--- config.mk ---
export PLATFORM = sky130hd
export DESIGN_NAME = uop_fetch_seq
export DESIGN_NICKNAME = d
export VERILOG_FILES = /design/src/rtl/uop_fetch_seq.sv
export SDC_FILE = /design/constraint.sdc
export NUM_CORES = 1
export LEC_CHECK = 0
export CELL_PAD_IN_SITES_DETAIL_PLACEMENT = 0
export CELL_PAD_IN_SITES_GLOBAL_PLACEMENT = 1
export CORE_UTILIZATION = 48
export CTS_CLUSTER_SIZE = 24
export DETAILED_ROUTE_END_ITERATION = 10
export DONT_BUFFER_PORTS = 1
export GPL_TIMING_DRIVEN = 0
export PLACE_DENSITY_LB_ADDON = 0.05
export SLEW_MARGIN = 20
export SYNTH_ARGS = -nofsm -noshare
export SYNTH_HDL_FRONTEND = slang
export SYNTH_SLANG_ARGS = --single-unit
--- constraint.sdc ---
create_clock -name clk -period 3.3 [get_ports clk]
set_input_delay 0.66 -clock clk [delete_from_list [all_inputs] [get_ports clk]]
set_output_delay 0.66 -clock clk [all_outputs]
set_load 0.05 [all_outputs]
--- src/rtl/uop_fetch_seq.sv ---
// Micro-op fetch sequencer: walks the micro-op ROM from an entry point and
// hands each fetched micro-op downstream on a valid/ready handshake.
module uop_fetch_seq #(
   parameter logic [7:0]  TERM    = 8'h00,
   parameter int unsigned MAX_LEN = 64
) (
   input  logic       clk,
   input  logic       rst,
   input  logic       start,
   input  logic [7:0] start_addr,
   output logic [7:0] rom_add,
   output logic       rom_cs,
   output logic       rom_cen,
   input  logic [7:0] rom_uop,
   output logic [7:0] uop_out,
   output logic       uop_valid,
   input  logic       uop_ready,
   output logic       busy,
   output logic       done,
   output logic       trunc,
   output logic [8:0] count
);

   localparam int unsigned AW = 8;
   localparam int unsigned DW = 8;
   localparam int unsigned CW = 9;

   typedef enum logic [2:0] {
      IDLE   = 3'd0,
      ADDR   = 3'd1,
      STROBE = 3'd2,
      CAPT   = 3'd3,
      OUT    = 3'd4
   } state_t;

   state_t        state;
   state_t        state_d;
   logic [AW-1:0] rom_add_d;
   logic          rom_cs_d;
   logic [DW-1:0] uop_out_d;
   logic          uop_valid_d;
   logic          busy_d;
   logic          done_d;
   logic          trunc_d;
   logic [CW-1:0] count_d;

   // Next-state and next-output decode; every register value is computed here.
   always_comb begin
      state_d     = state;
      rom_add_d   = rom_add;
      uop_out_d   = uop_out;
      uop_valid_d = uop_valid;
      done_d      = 1'b0;
      trunc_d     = trunc;
      count_d     = count;
      rom_cs_d    = 1'b0;
      busy_d      = 1'b0;

      case (state)
         IDLE: begin
            if (start) begin
               rom_add_d = start_addr;
               count_d   = '0;
               trunc_d   = 1'b0;
               state_d   = ADDR;
            end
         end
         ADDR:   state_d = STROBE;
         STROBE: state_d = CAPT;
         CAPT: begin
            if (rom_uop == TERM) begin
               done_d  = 1'b1;
               trunc_d = 1'b0;
               state_d = IDLE;
            end else begin
               uop_out_d   = rom_uop;
               uop_valid_d = 1'b1;
               state_d     = OUT;
            end
         end
         OUT: begin
            if (uop_ready) begin
               count_d     = count + CW'(1);
               uop_valid_d = 1'b0;
               // Address space never wraps: 255 is the last fetch of any sequence.
               if ((count_d == CW'(MAX_LEN)) || (rom_add == {AW{1'b1}})) begin
                  done_d  = 1'b1;
                  trunc_d = 1'b1;
                  state_d = IDLE;
               end else begin
                  rom_add_d = rom_add + AW'(1);
                  state_d   = ADDR;
               end
            end
         end
         default: state_d = IDLE;
      endcase

      // Strobe is high exactly for the STROBE cycle; busy mirrors the next state.
      rom_cs_d = (state_d == STROBE);
      busy_d   = (state_d != IDLE);
   end

   // State and output registers with synchronous reset; rom_cen low only in reset.
   always_ff @(posedge clk) begin
      if (rst) begin
         state     <= IDLE;
         rom_add   <= '0;
         rom_cs    <= 1'b0;
         rom_cen   <= 1'b0;
         uop_out   <= '0;
         uop_valid <= 1'b0;
         busy      <= 1'b0;
         done      <= 1'b0;
         trunc     <= 1'b0;
         count     <= '0;
      end else begin
         state     <= state_d;
         rom_add   <= rom_add_d;
         rom_cs    <= rom_cs_d;
         rom_cen   <= 1'b1;
         uop_out   <= uop_out_d;
         uop_valid <= uop_valid_d;
         busy      <= busy_d;
         done      <= done_d;
         trunc     <= trunc_d;
         count     <= count_d;
      end
   end

endmodule

# After elaboration in Yosys (flattened, before gate mapping)

Index checks and enable logic that the tools add are counted.

Flip-flop bits (word level): 34
Output and inout bits: 31
Logic and storage cells: 63

$add $sub $neg: 2
Eq/ne operators: 13
Muxes and demuxes: 25
Bitwise operators: 1
Reduce and logical (&&, ||, !) cells: 12

Operators with widths:

| cell                | count |
|---|---|
| $mux 8              | 3 |
| $mux 9              | 2 |
| $pmux 9 s2          | 1 |
| $pmux 8 s2          | 1 |
| $pmux 3 s5          | 1 |
| $ne 2x2->1 const B  | 6 |
| $mux 1              | 11 |
| $add 9x1->9 const B | 1 |
| $eq 3x2->1 const B  | 3 |
| $eq 9x7->1 const B  | 1 |
| $mux 3              | 3 |
| $add 8x1->8 const B | 1 |
| $eq 8x8->1 const B  | 1 |
| $logic_not 8->1     | 1 |
| $reduce_and 3->1    | 2 |
| $reduce_bool 3->1   | 2 |
| $reduce_and 5->1    | 1 |
| $pmux 1 s2          | 2 |
| $reduce_and 4->1    | 1 |
| $reduce_bool 2->1   | 2 |
| $eq 3x1->1 const B  | 1 |
| $eq 3x3->1 const B  | 1 |
| $logic_not 3->1     | 1 |
| $pmux 1 s3          | 1 |
| 3 further kinds     | 3 |

# Longest topological paths before layout

Depth after elaboration: 7
Depth in mapped cells: 8

# Least setup slack after synthesis

OpenSTA, ideal clock, no wires.

Path type: register to register
Start point: register count[3]
End point: register rom_add[0]
Arrival time: 2233 ps
Data required time: 3204 ps
Path slack: 971 ps
Stages on the path, launching flop included: 9
Path buffers: 3
Cells stage by stage: dfxtp_1 > buf_2 > nand2_1 > or3_4 > and4b_1 > buf_6 > or2_1 > buf_6 > o41ai_2

Cells in the longest elaborated chain, start to end: 5

RTL lines:

| element                    | RTL line | text |
|---|---|---|
| start: declaration         | 21       | `output logic [8:0] count` |
| start signal: assignment   | 127      | `count <= count_d;` |
| $add 9x1->9                | 83       | `count_d = count + CW'(1);` |
| $eq 9x7->1                 | 86       | `if ((count_d == CW'(MAX_LEN)) \|\| (rom_add == {AW{1'b1}})) begin` |
| $logic_or 1x1->1           | 86       |  |
| $ne 2x2->1 (no line)       | -        |  |
| $reduce_and 4->1 (no line) | -        |  |
| end signal: assignment     | 119      | `rom_add <= rom_add_d;` |
| end: declaration           | 11       | `output logic [7:0] rom_add,` |

Every way passes these cells.
A chain may end at the register's enable or synchronous reset.

# Worst setup path after layout

Start point: register count[0]
End point: register rom_add[5]

Same word-level chain as after synthesis.

==> flow_summary.toml <==
[status]
status = "complete, no violations"

[sta]
finalSetupTns_ns = 0
setup_slack_ns = 0.783
fin_crit_ns = 2.52
min_period_over_period_pct = 76.3
worst_pin_slew_ns = 0.895
slew_headroom_pct = 39.9
drv_slew = 0
finClkSkew_ns = 0.00610
fmax_mhz = 397
rsz0062_at_grt = "no"
hold_violations = 0
setup_violations = 0

[grt]
first_global_vias = 1370
grt_max_degree = 13
grt_pass1_wl_microns = 6290
grt_use_total_pct = 22.7
antenna_found_initial = 0
overflow = 0

[critical_path]
r2r_cells = 8
required_ns = 3.52
critical_path_peak_fanout = 9
timing.rr.end = "rom_add[5]"
rr_startpoint = "count[0]"
worstSetupStartpointType = "flop"
crit_type = "reg -> reg"
cp.arrival_ns = 2.74
worst_setup_path_end_kind = "flop"
r2r_slack_ns = 0.78

[cts]
postCtsSetupRepairBufs = 0
clock_latency_ns = 0.35
path_clk_slew_ns = 0.11
clock-sinks = 34
clock_path_buffers = 2
h-tree-depth = 2
cts_tree = "yes"
clock-root-buffer = "clkbuf_4"
cts_resized = 0
ctsHoldBuffers = 0
numCtsBuffers = 5

[die]
core_area_sq_um = 3360
num_rows = 21
die_w_microns = 61.5
die_h_microns = 61.5
die_area_sq_um = 3780
initial_core_util_pct = 50.5
num_io_pins = 51

[power]
switching_share_pct = 31.6
combPwrFrac_pct = 10.5
leakagePower_nw = 0.600
p_per_area_nw_per_um2 = 496
intPower_w = 0.000623
vdd_drop_max_mv = 0.275
clock_power_share_pct = 34.5
p_seq_share_pct = 55.1
switchingPower_w = 0.000288
p_total_w = 0.000911

[synth]
netlist_area_sq_um = 1700
synth_top_area_share_pct = 40.1
yosys_warnings = 0
postSynthCellCount = 208
ys_types = 47
syn_area_per_cell_sq_um = 8.16
synth.top_cells.by_area = "dfxtp_1 40%, nor2_1 6.6%, a21oi_1 5.9%"
yosysTopAreaCell = "dfxtp_1"
ys_seq_area_share_pct = 40.1
syn_nets = 230
synth-async-reset-ratio_pct = 0
synth_seq_cells = 34
synth_edf_count = 0
synth_ff_type = "dfxtp_1"

[detailed_routing]
num_vias = 1626
drcViolationCount = 0
vias_per_cell = 6.21
drtAntennaViolNets = 0
dr.pass1.iters = 4
wl_per_cell_microns = 15.9
routed_wl_microns = 4160
first_iter_violations = 128

[worst_hold_path]
hold_class = "in -> reg"
hold-path-endpoint = "busy"
whs_path_depth = 1
worstHoldStart = "uop_ready"

[job]
maxCapViolations = 0

[finish]
area_growth_pct = 8.25
drive_above_1_share_pct = 8.33
nets = 237
diodes = 0
finalInstanceArea_sq_um = 1840
final_util_pct = 54.7

[placement]
placed_area_sq_um = 1760
dpl_worst_slack_ns = 0.817
routabilityCongestion = 0.804
io_buffers = 0
dp_hpwl_microns = 2950
per-layer routing:
layer / vias up / share of wire (%) / track usage [%]
li1: 793 / - / -
met1: 763 / 43 / 26.0
met2: 63 / 48 / 39.6
met3: 7 / 7.7 / 6.72
met4: 0 / 1.5 / 9.52
met5: - / 0 / 0
final cells by class:
class,count,area [sq um]
Clock buffer,5,37.5
Fill cell,370,1530
Buffer,12,65.1
Multi-Input combinational cell,161,948
Inverter,1,3.75
Sequential cell,34,681
Tap cell,46,57.6
Clock inverter,3,45.0
worst max-delay path: stages, from the launching register on:
cell and delay (ns):
dfxtp_1 0.79, ha_1 0.36, nor4bb_1 0.41, nand3_1 0.12, and4b_1 0.27, buf_6 0.13
or2_1 0.12, buf_6 0.13, o31ai_1 0.08
registers in the layout, summed over array words and instances (netlist names):
register / cells
uop_out: 8
count: 9
rom_cs: 1
done: 1
busy: 1
rom_cen: 1
rom_add: 8
uop_valid: 1
trunc: 1
state: 3
cell usage in the layout, fill, tap and decap left out, types with 2 or more instances in the layout:
| cell | n |
|---|---|
| dfxtp_1 | 34 |
| nor2_1 | 30 |
| nand2_1 | 26 |
| a21oi_1 | 20 |
| nand3_1 | 7 |
| o31ai_1 | 7 |
| nor3_1 | 7 |
| clkbuf_1 | 6 |
| a311oi_1 | 5 |
| clkbuf_4 | 5 |
| buf_2 | 4 |
| o311ai_1 | 4 |
| a22oi_1 | 4 |
| o21ai_0 | 4 |
| and2_1 | 3 |
| o311ai_0 | 3 |
| nor3b_1 | 3 |
| nand4_1 | 2 |
| a211oi_1 | 2 |
| o211ai_1 | 2 |
| o21ai_1 | 2 |
| buf_6 | 2 |
| mux2i_1 | 2 |
| nor4_1 | 2 |
| or4_1 | 2 |
| and3_1 | 2 |
| ha_1 | 2 |
| clkinvlp_4 | 2 |
synth_stat cells (3+ instances only):
cell type	count
o311ai_0	3
o31ai_1	7
clkbuf_1	6
nor2_1	30
a22oi_1	4
a311oi_1	5
and2_1	3
dfxtp_1	34
nand2_1	26
nor3b_1	3
a21oi_1	20
nor3_1	7
nand3_1	7
buf_2	4
o21ai_0	4
o311ai_1	4
how the worst max path moves through the flow:
stage                             to     start  depth (start not counted)  slack, ns
final                     rom_add[5]  count[0]                          8       0.78
after detailed placement  rom_add[0]  count[0]                          8       0.82
after floorplan           rom_add[0]  count[3]                          8       0.97
after global routing      rom_add[5]  count[0]                          8       0.65
after global placement    rom_add[0]  count[0]                          8       0.85
after CTS                 rom_add[5]  count[0]                          8       0.81
logic make-up (layout without fill, tap and decap cells):
| group | after synthesis | in the layout | synth area share (%) |
|---|---|---|---|
| and+or+nand+nor | 95 | 95 | 27.9 |
| AOI/OAI and AO/OA | 61 | 61 | 24.8 |
| DFF | 34 | 34 | 40.1 |
| buffers and inverters | 13 | 21 | 4.05 |
| adders and majority gates | 2 | 2 | 1.47 |
| muxes | 2 | 2 | 1.18 |
| xor gates and xnor gates | 1 | 1 | 0.516 |
power groups by stage:
stage / Combinational (W) / Sequential, W / Clock, W
after floorplan: 0.0000761 / 0.000507 / 0
after global placement: 0.0000923 / 0.000511 / 0
after detailed placement: 0.0000950 / 0.000512 / 0
after CTS: 0.0000951 / 0.000502 / 0.000323
after global routing: 0.000107 / 0.000506 / 0.000339
final: 0.0000953 / 0.000502 / 0.000314
through the flow:
stage               hold WS (ns)  std cells
floorplan                  0.567        208
global placement           0.596        254
detailed placement         0.604        254
CTS                        0.409        262
global route               0.411        262
finish                     0.421        262
Note: power is estimated with default switching activity, not from simulation.
